--- config.mk ---
export PLATFORM = sky130hd
export DESIGN_NAME = fp_exp_align_pipe
export DESIGN_NICKNAME = d
export VERILOG_FILES = /design/src/rtl/fp_exp_align_pipe.sv
export SDC_FILE = /design/constraint.sdc
export NUM_CORES = 1
export LEC_CHECK = 0
export ABC_AREA = 1
export ABC_CLOCK_PERIOD_IN_PS = 4400
export BUFFER_PORTS_ARGS = -buffer_cell sky130_fd_sc_hd__buf_2
export CAP_MARGIN = 10
export CORE_MARGIN = 4
export CORE_UTILIZATION = 51
export DETAILED_ROUTE_END_ITERATION = 6
export PLACE_DENSITY_LB_ADDON = 0.08
export SETUP_SLACK_MARGIN = 0.02
export SYNTH_ARGS = -nofsm -noshare
export SYNTH_HDL_FRONTEND = slang
export SYNTH_SLANG_ARGS = --single-unit
--- constraint.sdc ---
create_clock -name clk -period 4.4 [get_ports clk]
set_input_delay 0.88 -clock clk [delete_from_list [all_inputs] [get_ports clk]]
set_output_delay 0.88 -clock clk [all_outputs]
set_load 0.02 [all_outputs]
--- src/rtl/fp_exp_align_pipe.sv ---
// Two-stage elastic pipeline: compare/swap the operands by exponent, then right-align
// the smaller mantissa with guard, round and sticky bits appended.
module fp_exp_align_pipe #(
   parameter int EXP_W = 8,
   parameter int MAN_W = 24
) (
   input  logic               clk,
   input  logic               reset,
   input  logic               in_valid,
   output logic               in_ready,
   input  logic [EXP_W-1:0]   xe,
   input  logic [MAN_W-1:0]   xm,
   input  logic [EXP_W-1:0]   ye,
   input  logic [MAN_W-1:0]   ym,
   output logic               out_valid,
   input  logic               out_ready,
   output logic [EXP_W-1:0]   out_e,
   output logic [MAN_W-1:0]   out_big_m,
   output logic [MAN_W+2:0]   out_small_m,
   output logic               out_swap,
   output logic [EXP_W-1:0]   out_diff
);

   localparam int EXT_W = MAN_W + 3;

   // Handshake: a transfer happens on a rising edge where valid && ready; data is held
   // stable by the producer while valid && !ready, and ready never depends on valid.

   // stage 1 registers
   logic               r_s1_valid;
   logic [EXP_W-1:0]   r_s1_e;
   logic [MAN_W-1:0]   r_s1_big_m;
   logic [MAN_W-1:0]   r_s1_small_m;
   logic               r_s1_swap;
   logic [EXP_W-1:0]   r_s1_diff;

   // stage 2 registers (drive the outputs)
   logic               r_s2_valid;
   logic [EXP_W-1:0]   r_s2_e;
   logic [MAN_W-1:0]   r_s2_big_m;
   logic [EXT_W-1:0]   r_s2_small_m;
   logic               r_s2_swap;
   logic [EXP_W-1:0]   r_s2_diff;

   logic               w_s2_can_load;
   logic               w_s1_advance;
   logic               w_in_fire;
   logic               w_swap;
   logic [EXP_W-1:0]   w_diff;

   logic [31:0]        w_diff32;
   logic [EXT_W-1:0]   w_ext;
   logic [EXT_W-1:0]   w_shifted;
   logic [EXT_W-1:0]   w_mask;
   logic               w_sticky;
   logic               w_sat;
   logic [EXT_W-1:0]   w_aligned;

   assign w_s2_can_load = !r_s2_valid || out_ready;
   assign w_s1_advance  = r_s1_valid && w_s2_can_load;
   assign in_ready      = !r_s1_valid || w_s1_advance;
   assign w_in_fire     = in_valid && in_ready;

   assign w_swap = (xe < ye);
   assign w_diff = w_swap ? (ye - xe) : (xe - ye);

   // mask selects exactly the bits that fall off the right end during the shift
   assign w_diff32  = 32'(r_s1_diff);
   assign w_ext     = {r_s1_small_m, 3'b000};
   assign w_sat     = (w_diff32 >= 32'(EXT_W));
   assign w_shifted = w_ext >> w_diff32;
   assign w_mask    = ~({EXT_W{1'b1}} << w_diff32);
   assign w_sticky  = |(w_ext & w_mask);

   always_comb begin
      w_aligned = '0;
      if (w_sat) begin
         w_aligned = {{(EXT_W-1){1'b0}}, |r_s1_small_m};
      end else begin
         w_aligned = {w_shifted[EXT_W-1:1], w_shifted[0] | w_sticky};
      end
   end

   always_ff @(posedge clk or posedge reset) begin
      if (reset) begin
         r_s1_valid   <= 1'b0;
         r_s1_e       <= '0;
         r_s1_big_m   <= '0;
         r_s1_small_m <= '0;
         r_s1_swap    <= 1'b0;
         r_s1_diff    <= '0;
      end else begin
         if (in_ready) begin
            r_s1_valid <= in_valid;
         end
         if (w_in_fire) begin
            r_s1_e       <= w_swap ? ye : xe;
            r_s1_big_m   <= w_swap ? ym : xm;
            r_s1_small_m <= w_swap ? xm : ym;
            r_s1_swap    <= w_swap;
            r_s1_diff    <= w_diff;
         end
      end
   end

   always_ff @(posedge clk or posedge reset) begin
      if (reset) begin
         r_s2_valid   <= 1'b0;
         r_s2_e       <= '0;
         r_s2_big_m   <= '0;
         r_s2_small_m <= '0;
         r_s2_swap    <= 1'b0;
         r_s2_diff    <= '0;
      end else begin
         if (w_s2_can_load) begin
            r_s2_valid <= r_s1_valid;
         end
         if (w_s1_advance) begin
            r_s2_e       <= r_s1_e;
            r_s2_big_m   <= r_s1_big_m;
            r_s2_small_m <= w_aligned;
            r_s2_swap    <= r_s1_swap;
            r_s2_diff    <= r_s1_diff;
         end
      end
   end

   assign out_valid   = r_s2_valid;
   assign out_e       = r_s2_e;
   assign out_big_m   = r_s2_big_m;
   assign out_small_m = r_s2_small_m;
   assign out_swap    = r_s2_swap;
   assign out_diff    = r_s2_diff;

endmodule

=== After elaboration in Yosys (flattened, before gate mapping) ===
Cells that the tools add are included.

* Register bits after elaboration: 135
* Bits of input ports: 68
* Output and inout port bits: 70

* $add $sub $neg: 2
* Magnitude comparators: 2
* Shift operators: 2
* Multiplexer cells: 5
* Bitwise operators: 3
* Reductions and logical operators: 8

{| class="wikitable"
|+ Operator list
! kind !! count
|-
| $mux 24 || 2
|-
| $and 27x27->27 || 1
|-
| $mux 27 || 1
|-
| $not 27->27 || 1
|-
| $reduce_or 27->1 || 1
|-
| $shl 27x8->27 const A || 1
|-
| $shr 27x8->27 || 1
|-
| $reduce_or 24->1 || 1
|-
| $mux 8 || 2
|-
| $sub 8x8->8 || 2
|-
| $ge 8x5->1 const B || 1
|-
| $lt 8x8->1 || 1
|-
| $logic_and 1x1->1 || 2
|-
| $logic_not 1->1 || 2
|-
| $logic_or 1x1->1 || 2
|-
| $or 1x1->1 || 1
|}

=== Logic depth before layout (Yosys ltp) ===
Gate-level depths: netlist (run 1).

* Word-level depth: 6
* Depth in mapped cells: 14

=== Worst setup path after synthesis (run 1) ===
No wires, ideal clock.

* Path type: input to register
* Start point: input port xe[0]
* End point: register r_s1_diff[5]
* Library setup time: 82 ps
* Arrival: 2345 ps
* Setup slack: 1973 ps
* Stages: 10
* Path buffers: 2
* Cells stage by stage: inv_1 -> ha_1 -> fa_1 -> nor2_1 -> o2111ai_1 -> nand2_1 -> buf_6 -> buf_6 -> nand2_1 -> a31oi_1

* Cells in the longest elaborated chain, start to end: 2

{| class="wikitable"
|+ Ends and longest elaborated chain
! item !! RTL line !! RTL
|-
| start, declared || 11 || <nowiki>input logic [EXP_W-1:0] xe,</nowiki>
|-
| $sub 8x8->8 / $lt 8x8->1 (equally long branches) || 65, 64 ||
|-
| $mux 8 (*) || 65 || <nowiki>assign w_diff = w_swap ? (ye - xe) : (xe - ye);</nowiki>
|-
| end signal, assigned || 101 || <nowiki>r_s1_diff <= w_diff;</nowiki>
|-
| end, declared || 35 || <nowiki>logic [EXP_W-1:0] r_s1_diff;</nowiki>
|}

Mark *: on every way between the ends. The rest lies on a longest branch, timed or not.
A chain may end at the register's enable or synchronous reset.

=== Final worst setup path (run 1) ===
* Start point: register r_s1_diff[2]
* End point: register r_s2_small_m[8] (netlist: out_small_m[8])

* Cells in the longest elaborated chain, start to end: 2

{| class="wikitable"
|+ Ends and longest elaborated chain
! item !! RTL line !! RTL
|-
| $shr 27x8->27 / $ge 8x5->1 (equally long branches) || 71, 70 ||
|-
| $mux 27 (*) || 77 || <nowiki>if (w_sat) begin</nowiki>
|-
| end signal, assigned || 121 || <nowiki>r_s2_small_m <= w_aligned;</nowiki>
|-
| end, declared || 41 || <nowiki>logic [EXT_W-1:0] r_s2_small_m;</nowiki>
|}

Marks and branches as above.

==> qor.yml, run 1 <==
status: "complete, no violations"
cp_num_buf_inv: 3
synth-simple-area-share_pct: 31.2
ant_nets: 0
fin_util_pct: 60.7
synthMuxAreaShare_pct: 0
h-tree-depth: 4
firstDrtPassIters: 7
syn_avg_cell_area_sq_um: 7.10
r2r-start: "r_s1_diff[2]$_DFFE_PP0P_"
cts_hold_buf: 0
fill_cells: 1474
fin_setup_tns_ps: 0
synth_top_cell_area_share_pct: 42.5
vias: 7681
p_int_mw: 3.03
hp-class: "reg -> reg"
worst-path-max-fanout: 37
routed_wl_um: 22100
layout-drive-gt1-share_pct: 16.0
cts-buffers-inserted: 17
crit_required_ps: 4750
layout_min_cycle_time_ps: 2960
die_width_um: 133
finalHoldViolCount: 0
p_seq_share_pct: 35.4
root_buffer: "clkbuf_16"
ys_ff_latch: 135
critPathSlowestCell: "dfrtp_1"
ys_seq_area_share_pct: 42.5
synth_top_family_by_area: "simple AND/OR/NAND/NOR gates"
synth_compound_area_share_pct: 14.6
postSynthCellCount: 1120
slew_headroom_pct: 32.7
grt_pass1_vias: 7137
comb_power_share_pct: 34.0
drc: 0
drv_slew: 0
syn2layout_area_growth_pct: 16.4
wl_per_cell_um: 15.3
arrival_ps: 3320
fin_nets: 1302
final.period_utilization_pct: 67.4
path_delay_family: "buffers and inverters"
grt_pass1_wl_um: 36200
p_sw_mw: 2.00
synth_top_cell_by_area: "dfrtp_1"
synth_cell_types: 36
yosys-top-cells-area: "dfrtp_1 (42%), nand2_1 (18%), a21oi_1 (7.9%)"
postCtsSetupRepairBufs: 0
grt_util_met2_pct: 39.2
ys_warn_count: 0
power.leakage_nw: 4.80
start_kind: "flip-flop"
timing.fmax_ghz: 0.337
startpoint: "r_s1_diff[2]$_DFFE_PP0P_"
rsz0062_at_grt: "no"
ios: 138
cts_tree: "yes"
start_util_pct: 52.1
dp_hpwl_um: 15000
die_h_um: 133
drtIter0Drc: 652
endpoint_kind: "flip-flop"
synth_nets: 1205
grt_usage_pct: 25.0
dp.cells: 1409
p_total_mw: 5.04
ctsResizeCount: 0
grt_max_degree: 79
core_region_area_sq_um: 15300
ir_drop_v: 0.000339
path_clk_slew_ps: 60
clk_latency_ps: 430
synthAdderAreaFrac_pct: 2.86
p_clk_share_pct: 30.7
cts_sinks: 135
p_sw_share_pct: 39.8
synth_ff_type: "dfrtp_1"
diodes: 0
grt.overflow.total: 0
cts.path.max_buffers: 2
path_cells: "inv_2, nand2_1, nand2_1, nand3_2, nor2_4, inv_2, nor2_4, inv_2, o21ai_0, o21ai_0, nand2_1"
use_met3_pct: 4.18
tightest_slew_ps: 1010
die_area_sq_um: 17700
powerDensity_nw_per_um2: 544
viasPerCell: 5.33
criticalPathCategory: "reg -> reg"
top_usage_layer: "met2"
fin_skew_ps: 11.6
rows: 45
cap_viol_max_count: 0
netlist_area_sq_um: 7960
grt_use_met1_pct: 35.5
worstHoldStart: "r_s1_big_m[11]$_DFFE_PP0P_"
async_flop_share_pct: 100
port_buffers: 137
antenna_found_initial: 0
yosys.area_share.xor_xnor_pct: 1.32
final_cells: 1441
cpPeakStageDelay_ps: 750
place_congestion: 0.906
finalSetupViolCount: 0
synth-edff-count: 0
[layout make-up]
class	instances	area, sq um	share of cell area (%)
Timing Repair Buffer	149	788	8.51
Tap cell	211	264	2.85
Inverter	55	210	2.27
Clock buffer	18	439	4.74
Multi-Input combinational cell	859	3990	43.1
Clock inverter	14	196	2.12
Sequential cell	135	3380	36.5
[logic make-up after synthesis]
| group | after synthesis |
|---|---|
| compound gates | 220 |
| fa+ha+maj | 17 |
| flops | 135 |
| xor+xnor | 12 |
| simple gates | 610 |
| buf+inv | 126 |
[cell usage after synthesis (5+ instances only)]
cell type and n:
o211ai_1 6, clkbuf_1 27, buf_2 20, ha_1 15
nor2_1 101, buf_1 7, xor2_1 8, buf_4 6
a31oi_1 7, nand4_1 5, o21ai_0 53, buf_6 10
nand2_1 387, nand3_1 105, inv_2 5, inv_1 48
o21ai_1 16, a21oi_1 126, dfrtp_1 135
[cell usage in the layout (no fill, tap or decap), types with 5 or more instances in the layout]
cell type,n
inv_2,5
buf_2,137
o211ai_1,6
nand4_1,5
a31oi_1,7
inv_1,47
o21ai_1,16
o21ai_0,53
nor2_1,101
clkbuf_16,17
nand3_1,105
dfrtp_1,135
ha_1,15
buf_4,11
a21oi_1,126
xor2_1,8
nand2_1,384
[through the flow]
step	hold slack, ps	setup WS [ps]	instance area [sq um]
floorplan	442	1840	7960
global placement	453	1330	8630
detailed placement	455	1250	8630
CTS	467	1510	9270
global route	482	1170	9270
finish	464	1440	9270
[registers in the layout (all words and copies together) (netlist names)]
| register | cells |
|---|---|
| r_s1_swap | 1 |
| r_s1_valid | 1 |
| out_e | 8 |
| r_s1_small_m | 24 |
| r_s1_big_m | 24 |
| out_small_m | 27 |
| r_s1_diff | 8 |
| out_big_m | 24 |
| out_valid | 1 |
| out_swap | 1 |
| r_s1_e | 8 |
| out_diff | 8 |
[worst reg2reg max path, cell delays in order (launching register included)]
cell,delay (ps)
dfrtp_1,750
inv_2,700
nand2_1,130
nand2_1,100
nand3_2,90
nor2_4,230
inv_2,150
nor2_4,280
inv_2,180
o21ai_0,110
o21ai_0,110
nand2_1,70
[power groups by stage]
stage	combinational [mW]	sequential [mW]	clock, mW
6_report	1.71	1.78	1.54
5_1_grt	1.92	1.82	1.62
3_3_place_gp	1.69	1.79	0
3_5_place_dp	1.70	1.80	0
4_1_cts	1.71	1.78	1.57
2_1_floorplan	1.11	1.89	0
[path summary, 6_finish.rpt]
| kind | endpoint | slack, ps | depth (start not counted) |
|---|---|---|---|
| max | out_small_m[8]$_DFFE_PP0P_ | 1440 | 11 |
| min | out_big_m[11]$_DFFE_PP0P_ | 460 | 2 |
| max reg2reg | out_small_m[8]$_DFFE_PP0P_ | 1440 | 11 |
| min reg2reg | out_big_m[11]$_DFFE_PP0P_ | 460 | 2 |
| max in group asynchronous | out_small_m[24]$_DFFE_PP0P_ | 3090 | 3 |
| min in group asynchronous | out_big_m[17]$_DFFE_PP0P_ | 480 | 2 |
[per-layer routing]
metal	vias to the layer above	share of wire, %
met5	-	0
li1	3839	-
met1	3575	47
met4	0	2.1
met2	233	46
met3	34	4.7
Power figures use the tool's default switching activity.
==> run 2: changes to the inputs <==
--- a/config.mk
+++ b/config.mk
@@ -6,7 +6,7 @@
 export NUM_CORES = 1
 export LEC_CHECK = 0
 export ABC_AREA = 1
-export ABC_CLOCK_PERIOD_IN_PS = 4400
+export ABC_CLOCK_PERIOD_IN_PS = 2450
 export BUFFER_PORTS_ARGS = -buffer_cell sky130_fd_sc_hd__buf_2
 export CAP_MARGIN = 10
 export CORE_MARGIN = 4
==> constraint.sdc (replaced) <==
create_clock -name clk -period 2.45 [get_ports clk]
set_input_delay 0.49 -clock clk [delete_from_list [all_inputs] [get_ports clk]]
set_output_delay 0.49 -clock clk [all_outputs]
set_load 0.02 [all_outputs]
==> qor.yml, run 2 (synthesis gave the netlist of run 1 again) <==
status: "complete, no violations"
cts-buffers-inserted: 17  # unchanged
worst-path-max-fanout: 22  # -41%
vias: 7838  # +2.0%
path_delay_family: "simple AND/OR/NAND/NOR gates"
cts_sinks: 135  # unchanged
fin_setup_tns_ps: 0  # unchanged
firstDrtPassIters: 6  # -1
criticalPathCategory: "reg -> reg"
die_h_um: 133  # unchanged
comb_power_share_pct: 37.0  # +3.0 points
grt_max_degree: 78  # -1.3%
p_sw_share_pct: 40.5  # +0.67 points
drc: 0  # unchanged
hold_slack_ps: 115  # -349 ps
layout_commonest_cell: "nand2_1"
p_int_mw: 5.31  # +75%
maxUsedRoutingLayer: "met4"
cts.path.max_buffers: 2  # unchanged
root_buffer: "clkbuf_16"
ios: 138  # unchanged
p_sw_mw: 3.61  # +80%
power.leakage_nw: 4.91  # +2.1%
ctsResizeCount: 0  # unchanged
arrival_ps: 2460  # -860 ps
dp.cells: 1430  # +1.5%
die_width_um: 133  # unchanged
largest_register_ffs: 27  # unchanged
grt_usage_pct: 25.9  # +0.92 points
core_region_area_sq_um: 15300  # unchanged
slew_headroom_pct: 49.2  # +16 points
cpPeakStageDelay_ps: 430  # -320 ps
cap_viol_max_count: 0  # unchanged
path_cells: "nor2_4, buf_4, nand3_1, nand2_1, nor2_1, nor3_1, nand3_1, nand2_1, nand3_1, nand2_1, nand2_1"
fin_skew_ps: 11.0  # -0.620 ps
layout_common_cells: "nand2_1 (384), buf_2 (137), dfrtp_1 (135)"
r2r-start: "r_s1_diff[6]$_DFFE_PP0P_"
start_kind: "flip-flop"
fin_ws_ps: 298  # -1140 ps
final.period_utilization_pct: 87.8  # +20 points
ant_nets: 0  # unchanged
rows: 45  # unchanged
wl_per_cell_um: 15.5  # +1.3%
finalHoldViolCount: 0  # unchanged
fin_nets: 1323  # +1.6%
path_clk_slew_ps: 60  # about the same
place_congestion: 0.935  # +3.2%
r2r_cells: 11  # unchanged
p_clk_share_pct: 27.9  # -2.8 points
rsz0062_at_grt: "no"
regArea_sq_um: 3380  # unchanged
viasPerCell: 5.36  # +0.58%
hp-class: "in -> async"
tightest_slew_ps: 762  # -247 ps
p_seq_share_pct: 35.1  # -0.3 points
multi_input_area_sq_um: 3990  # unchanged
dr_wl_met2_um: 10500  # +2.4%
critPathSlowestCell: "dfrtp_1"
grt_pass1_wl_um: 37400  # +3.5%
endpoint_kind: "flip-flop"
r2r_slack_ps: 300  # -1140 ps
fill_cells: 1472  # -0.14%
start_util_pct: 52.1  # unchanged
port_buffers: 137  # unchanged
timing.fmax_ghz: 0.465  # +38%
die_area_sq_um: 17700  # unchanged
wl_met3_um: 1300  # +25%
cts_tree: "yes"
powerDensity_nw_per_um2: 943  # +73%
critPathMostFrequentCell: "nand2_1"
cts_hold_buf: 0  # unchanged
layout-drive-gt1-share_pct: 17.3  # +1.2 points
cp_num_buf_inv: 1  # -2
routed_wl_um: 22700  # +2.7%
dp_hpwl_um: 16000  # +7.0%
drtIter0Drc: 521  # -20%
antenna_found_initial: 0  # unchanged
postCtsSetupRepairBufs: 0  # unchanged
ir_drop_v: 0.000632  # +87%
clk_latency_ps: 420  # about the same
layout_min_cycle_time_ps: 2150  # -812 ps
diodes: 0  # unchanged
finalSetupViolCount: 0  # unchanged
final_cells: 1462  # +1.5%
drv_slew: 0  # unchanged
dp_slack_ps: 41.7  # -1210 ps
grt_pass1_vias: 7448  # +4.4%
wl_met1_um: 10500  # +1.7%
syn2layout_area_growth_pct: 18.8
h-tree-depth: 4  # unchanged
r2r-end: "out_small_m[0]$_DFFE_PP0P_"
grt.overflow.total: 0  # unchanged
crit_required_ps: 2760  # -1990 ps
-- run 2: stage by stage --
| stage | area [sq um] | power (mW) | util (%) |
|---|---|---|---|
| 2_1_floorplan | 7960 | 5.40 | - |
| 3_3_place_gp | 8890 | 6.40 | 58.2 |
| 3_5_place_dp | 8890 | 6.44 | 58.2 |
| 4_1_cts | 9450 | 8.95 | 61.9 |
| 5_1_grt | 9450 | 9.50 | 61.9 |
| 6_report | 9450 | 8.91 | 61.9 |
-- run 2: layout make-up --
cell class                 instances  area share [%]
clock buffer                      19            4.58
clock inverter                    13            1.39
inverter                          55            2.22
multi-input combinational        859            42.2
sequential                       135            35.7
tap                              211            2.79
timing repair buffer             170            11.1
-- run 2: power by group through the flow --
| stage | clock (mW) | combinational (mW) | sequential, mW |
|---|---|---|---|
| 5_1_grt | 2.63 | 3.68 | 3.19 |
| 4_1_cts | 2.52 | 3.30 | 3.12 |
| 2_1_floorplan | 0 | 2.00 | 3.40 |
| 3_5_place_dp | 0 | 3.28 | 3.15 |
| 6_report | 2.49 | 3.30 | 3.13 |
| 3_3_place_gp | 0 | 3.25 | 3.14 |
-- run 2: worst max path at each step --
stage          depth (start not counted)                      from                           end  slack [ps]
3_5_place_dp                          10                     xe[0]   r_s1_small_m[2]$_DFFE_PP0P_          40
3_3_place_gp                          11                     xe[0]  r_s1_small_m[21]$_DFFE_PP0P_         100
2_1_floorplan                          1                     reset      out_big_m[0]$_DFFE_PP0P_         280
5_1_grt                               11  r_s1_diff[6]$_DFFE_PP0P_    out_small_m[9]$_DFFE_PP0P_          60
4_1_cts                               11  r_s1_diff[6]$_DFFE_PP0P_    out_small_m[0]$_DFFE_PP0P_         320
6_report                              11  r_s1_diff[6]$_DFFE_PP0P_    out_small_m[0]$_DFFE_PP0P_         300
-- run 2: per-layer routing --
| metal | GRT usage [%] | vias up |
|---|---|---|
| li1 | - | 3885 |
| met1 | 37.3 | 3664 |
| met2 | 40.3 | 254 |
| met3 | 3.95 | 35 |
| met4 | 8.78 | 0 |
| met5 | 0 | - |
==> run 3: changes to the inputs <==
--- a/config.mk
+++ b/config.mk
@@ -8,9 +8,10 @@
 export ABC_AREA = 1
 export ABC_CLOCK_PERIOD_IN_PS = 2450
 export BUFFER_PORTS_ARGS = -buffer_cell sky130_fd_sc_hd__buf_2
-export CAP_MARGIN = 10
+export CELL_PAD_IN_SITES_DETAIL_PLACEMENT = 1
+export CELL_PAD_IN_SITES_GLOBAL_PLACEMENT = 1
 export CORE_MARGIN = 4
-export CORE_UTILIZATION = 51
+export CORE_UTILIZATION = 37
 export DETAILED_ROUTE_END_ITERATION = 6
 export PLACE_DENSITY_LB_ADDON = 0.08
 export SETUP_SLACK_MARGIN = 0.02
==> qor.yml, run 3 (synthesis gave the netlist of run 1 again) <==
status: "complete, no violations"
grt_max_degree: 63  # -19%
routed_wl_um: 27000  # +19%
critPathSlowestCell: "o21ai_0"
grt_pass1_wl_um: 44800  # +20%
postCtsSetupRepairBufs: 0  # unchanged
grt_usage_pct: 23.2  # -2.7 points
fin_ws_ps: 334  # +36.5 ps
cts_hold_buf: 0  # unchanged
cts-buffers-inserted: 17  # unchanged
final.period_utilization_pct: 86.4  # -1.5 points
hp-class: "in -> async"
dp_hpwl_um: 20100  # +26%
finalSetupViolCount: 0  # unchanged
finalHoldViolCount: 0  # unchanged
die_h_um: 155  # +16%
layout-drive-gt1-share_pct: 18.1  # +0.88 points
tightest_slew_ps: 515  # -247 ps
root_buffer: "clkbuf_16"
power.leakage_nw: 4.98  # +1.6%
clk_latency_ps: 430  # about the same
ios: 138  # unchanged
drc: 0  # unchanged
ant_nets: 0  # unchanged
path_clk_slew_ps: 70  # about the same
p_sw_share_pct: 42.9  # +2.5 points
h-tree-depth: 4  # unchanged
arrival_ps: 2430  # -30 ps
p_int_mw: 5.23  # -1.5%
crit_required_ps: 2770  # about the same
port_buffers: 137  # unchanged
cpPeakStageDelay_ps: 440  # about the same
timing.fmax_ghz: 0.473  # +1.7%
fin_nets: 1334  # +0.83%
viasPerCell: 5.19  # -3.1%
vias: 7982  # +1.8%
dp_slack_ps: 68.6  # +26.9 ps
layout_common_cells: "nand2_1 (384), buf_2 (137), dfrtp_1 (135)"
fin_skew_ps: 14.5  # +3.52 ps
p_clk_share_pct: 28.0  # about the same
start_util_pct: 37.7  # -14 points
worst-path-max-fanout: 8  # -64%
place_area_sq_um: 9110  # +2.5%
layout_min_cycle_time_ps: 2120  # -36.5 ps
diodes: 0  # unchanged
criticalPathCategory: "reg -> reg"
p_total_mw: 9.16  # +2.8%
core_region_area_sq_um: 21100  # +38%
grt.overflow.total: 0  # unchanged
cts_sinks: 135  # unchanged
drtIter0Drc: 444  # -15%
rows: 53  # +18%
wl_per_cell_um: 17.6  # +13%
antenna_found_initial: 3  # +3
place_congestion: 0.897  # -4.0%
cap_viol_max_count: 0  # unchanged
cts_tree: "yes"
r2r_slack_ps: 330  # +40 ps
start_kind: "flip-flop"
rsz0062_at_grt: "no"
die_width_um: 155  # +16%
firstDrtPassIters: 5  # -1
slew_headroom_pct: 65.3  # +16 points
largest_register_ffs: 27  # unchanged
p_sw_mw: 3.93  # +9.1%
endpoint_kind: "flip-flop"
comb_power_share_pct: 37.5  # +0.5 points
grt_pass1_vias: 8380  # +13%
fin_area_sq_um: 9690  # +2.5%
ir_drop_v: 0.000445  # -30%
cts.path.max_buffers: 2  # unchanged
drv_slew: 0  # unchanged
die_area_sq_um: 23900  # +35%
layout_commonest_cell: "nand2_1"
p_seq_share_pct: 34.5  # -0.6 points
ctsResizeCount: 0  # unchanged
syn2layout_area_growth_pct: 21.8
critPathMostFrequentCell: "nand2_1"
powerDensity_nw_per_um2: 945  # +0.22%
fin_setup_tns_ps: 0  # unchanged
path_cells: "inv_1, nand2_1, nor2_1, o21ai_0, nand2_1, o21ai_0, nand2_1, nand3_1, nand3_1, nand3_1, nand2_1"
==> run 3: cell types whose count changed in the layout (fill, tap and decap cells not counted), sizes merged <==
cell / delta
buf: +11
bufinv: -2
clkbuf: -2
clkinv: -5
inv: +9
==> run 3: per-layer routing <==
layer	part of all wire (%)	GRT usage, %	up-vias
met2	47	38.4	140
met4	1.0	4.92	6
met1	48	32.0	3892
li1	-	-	3918
met5	0.16	0	-
met3	3.8	4.14	26
==> run 3: worst max-delay path: cells and delay by family, from the launching register on <==
kind                   cells  cell delay (ps)
AND/OR/NAND/NOR            8              910
flip-flops                 1              420
buffers and inverters      1               70
AO/OA/AOI/OAI              2              600
==> run 3: cell type report <==
| type | count | area (sq um) |
|---|---|---|
| tap | 275 | 344 |
| timing repair buffer | 181 | 1190 |
| inverter | 55 | 210 |
| clock inverter | 15 | 153 |
| fill | 2767 | 11400 |
| clock buffer | 17 | 425 |
| sequential | 135 | 3380 |
| multi-input combinational | 859 | 3990 |
==> run 3: power groups by stage <==
stage          Combinational (mW)  Sequential, mW  Clock (mW)
6_report                     3.44            3.16        2.56
4_1_cts                      3.48            3.16        2.62
2_1_floorplan                2.00            3.40           0
3_5_place_dp                 3.45            3.19           0
3_3_place_gp                 3.39            3.18           0
5_1_grt                      3.88            3.22        2.73
==> run 3: final timing paths <==
kind | endpoint | startpoint | depth (start not counted)
setup / recovery | out_small_m[5]$_DFFE_PP0P_ | r_s1_diff[7]$_DFFE_PP0P_ | 11
hold / removal | r_s1_e[5]$_DFFE_PP0P_ | reset | 2
setup reg to reg | out_small_m[5]$_DFFE_PP0P_ | r_s1_diff[7]$_DFFE_PP0P_ | 11
hold reg to reg | out_big_m[8]$_DFFE_PP0P_ | r_s1_big_m[8]$_DFFE_PP0P_ | 2
max in group asynchronous | out_big_m[16]$_DFFE_PP0P_ | reset | 3
min in group clk | r_s1_small_m[11]$_DFFE_PP0P_ | xm[11] | 3
==> run 3: stage by stage <==
stage | std cells | utilization [%] | hold WS, ps
3_3_place_gp | 1505 | 43.2 | 453
6_report | 1537 | 46.0 | 49.9
2_1_floorplan | 1120 | - | 442
4_1_cts | 1537 | 46.0 | 44.9
3_5_place_dp | 1505 | 43.2 | 458
5_1_grt | 1537 | 46.0 | 52.6
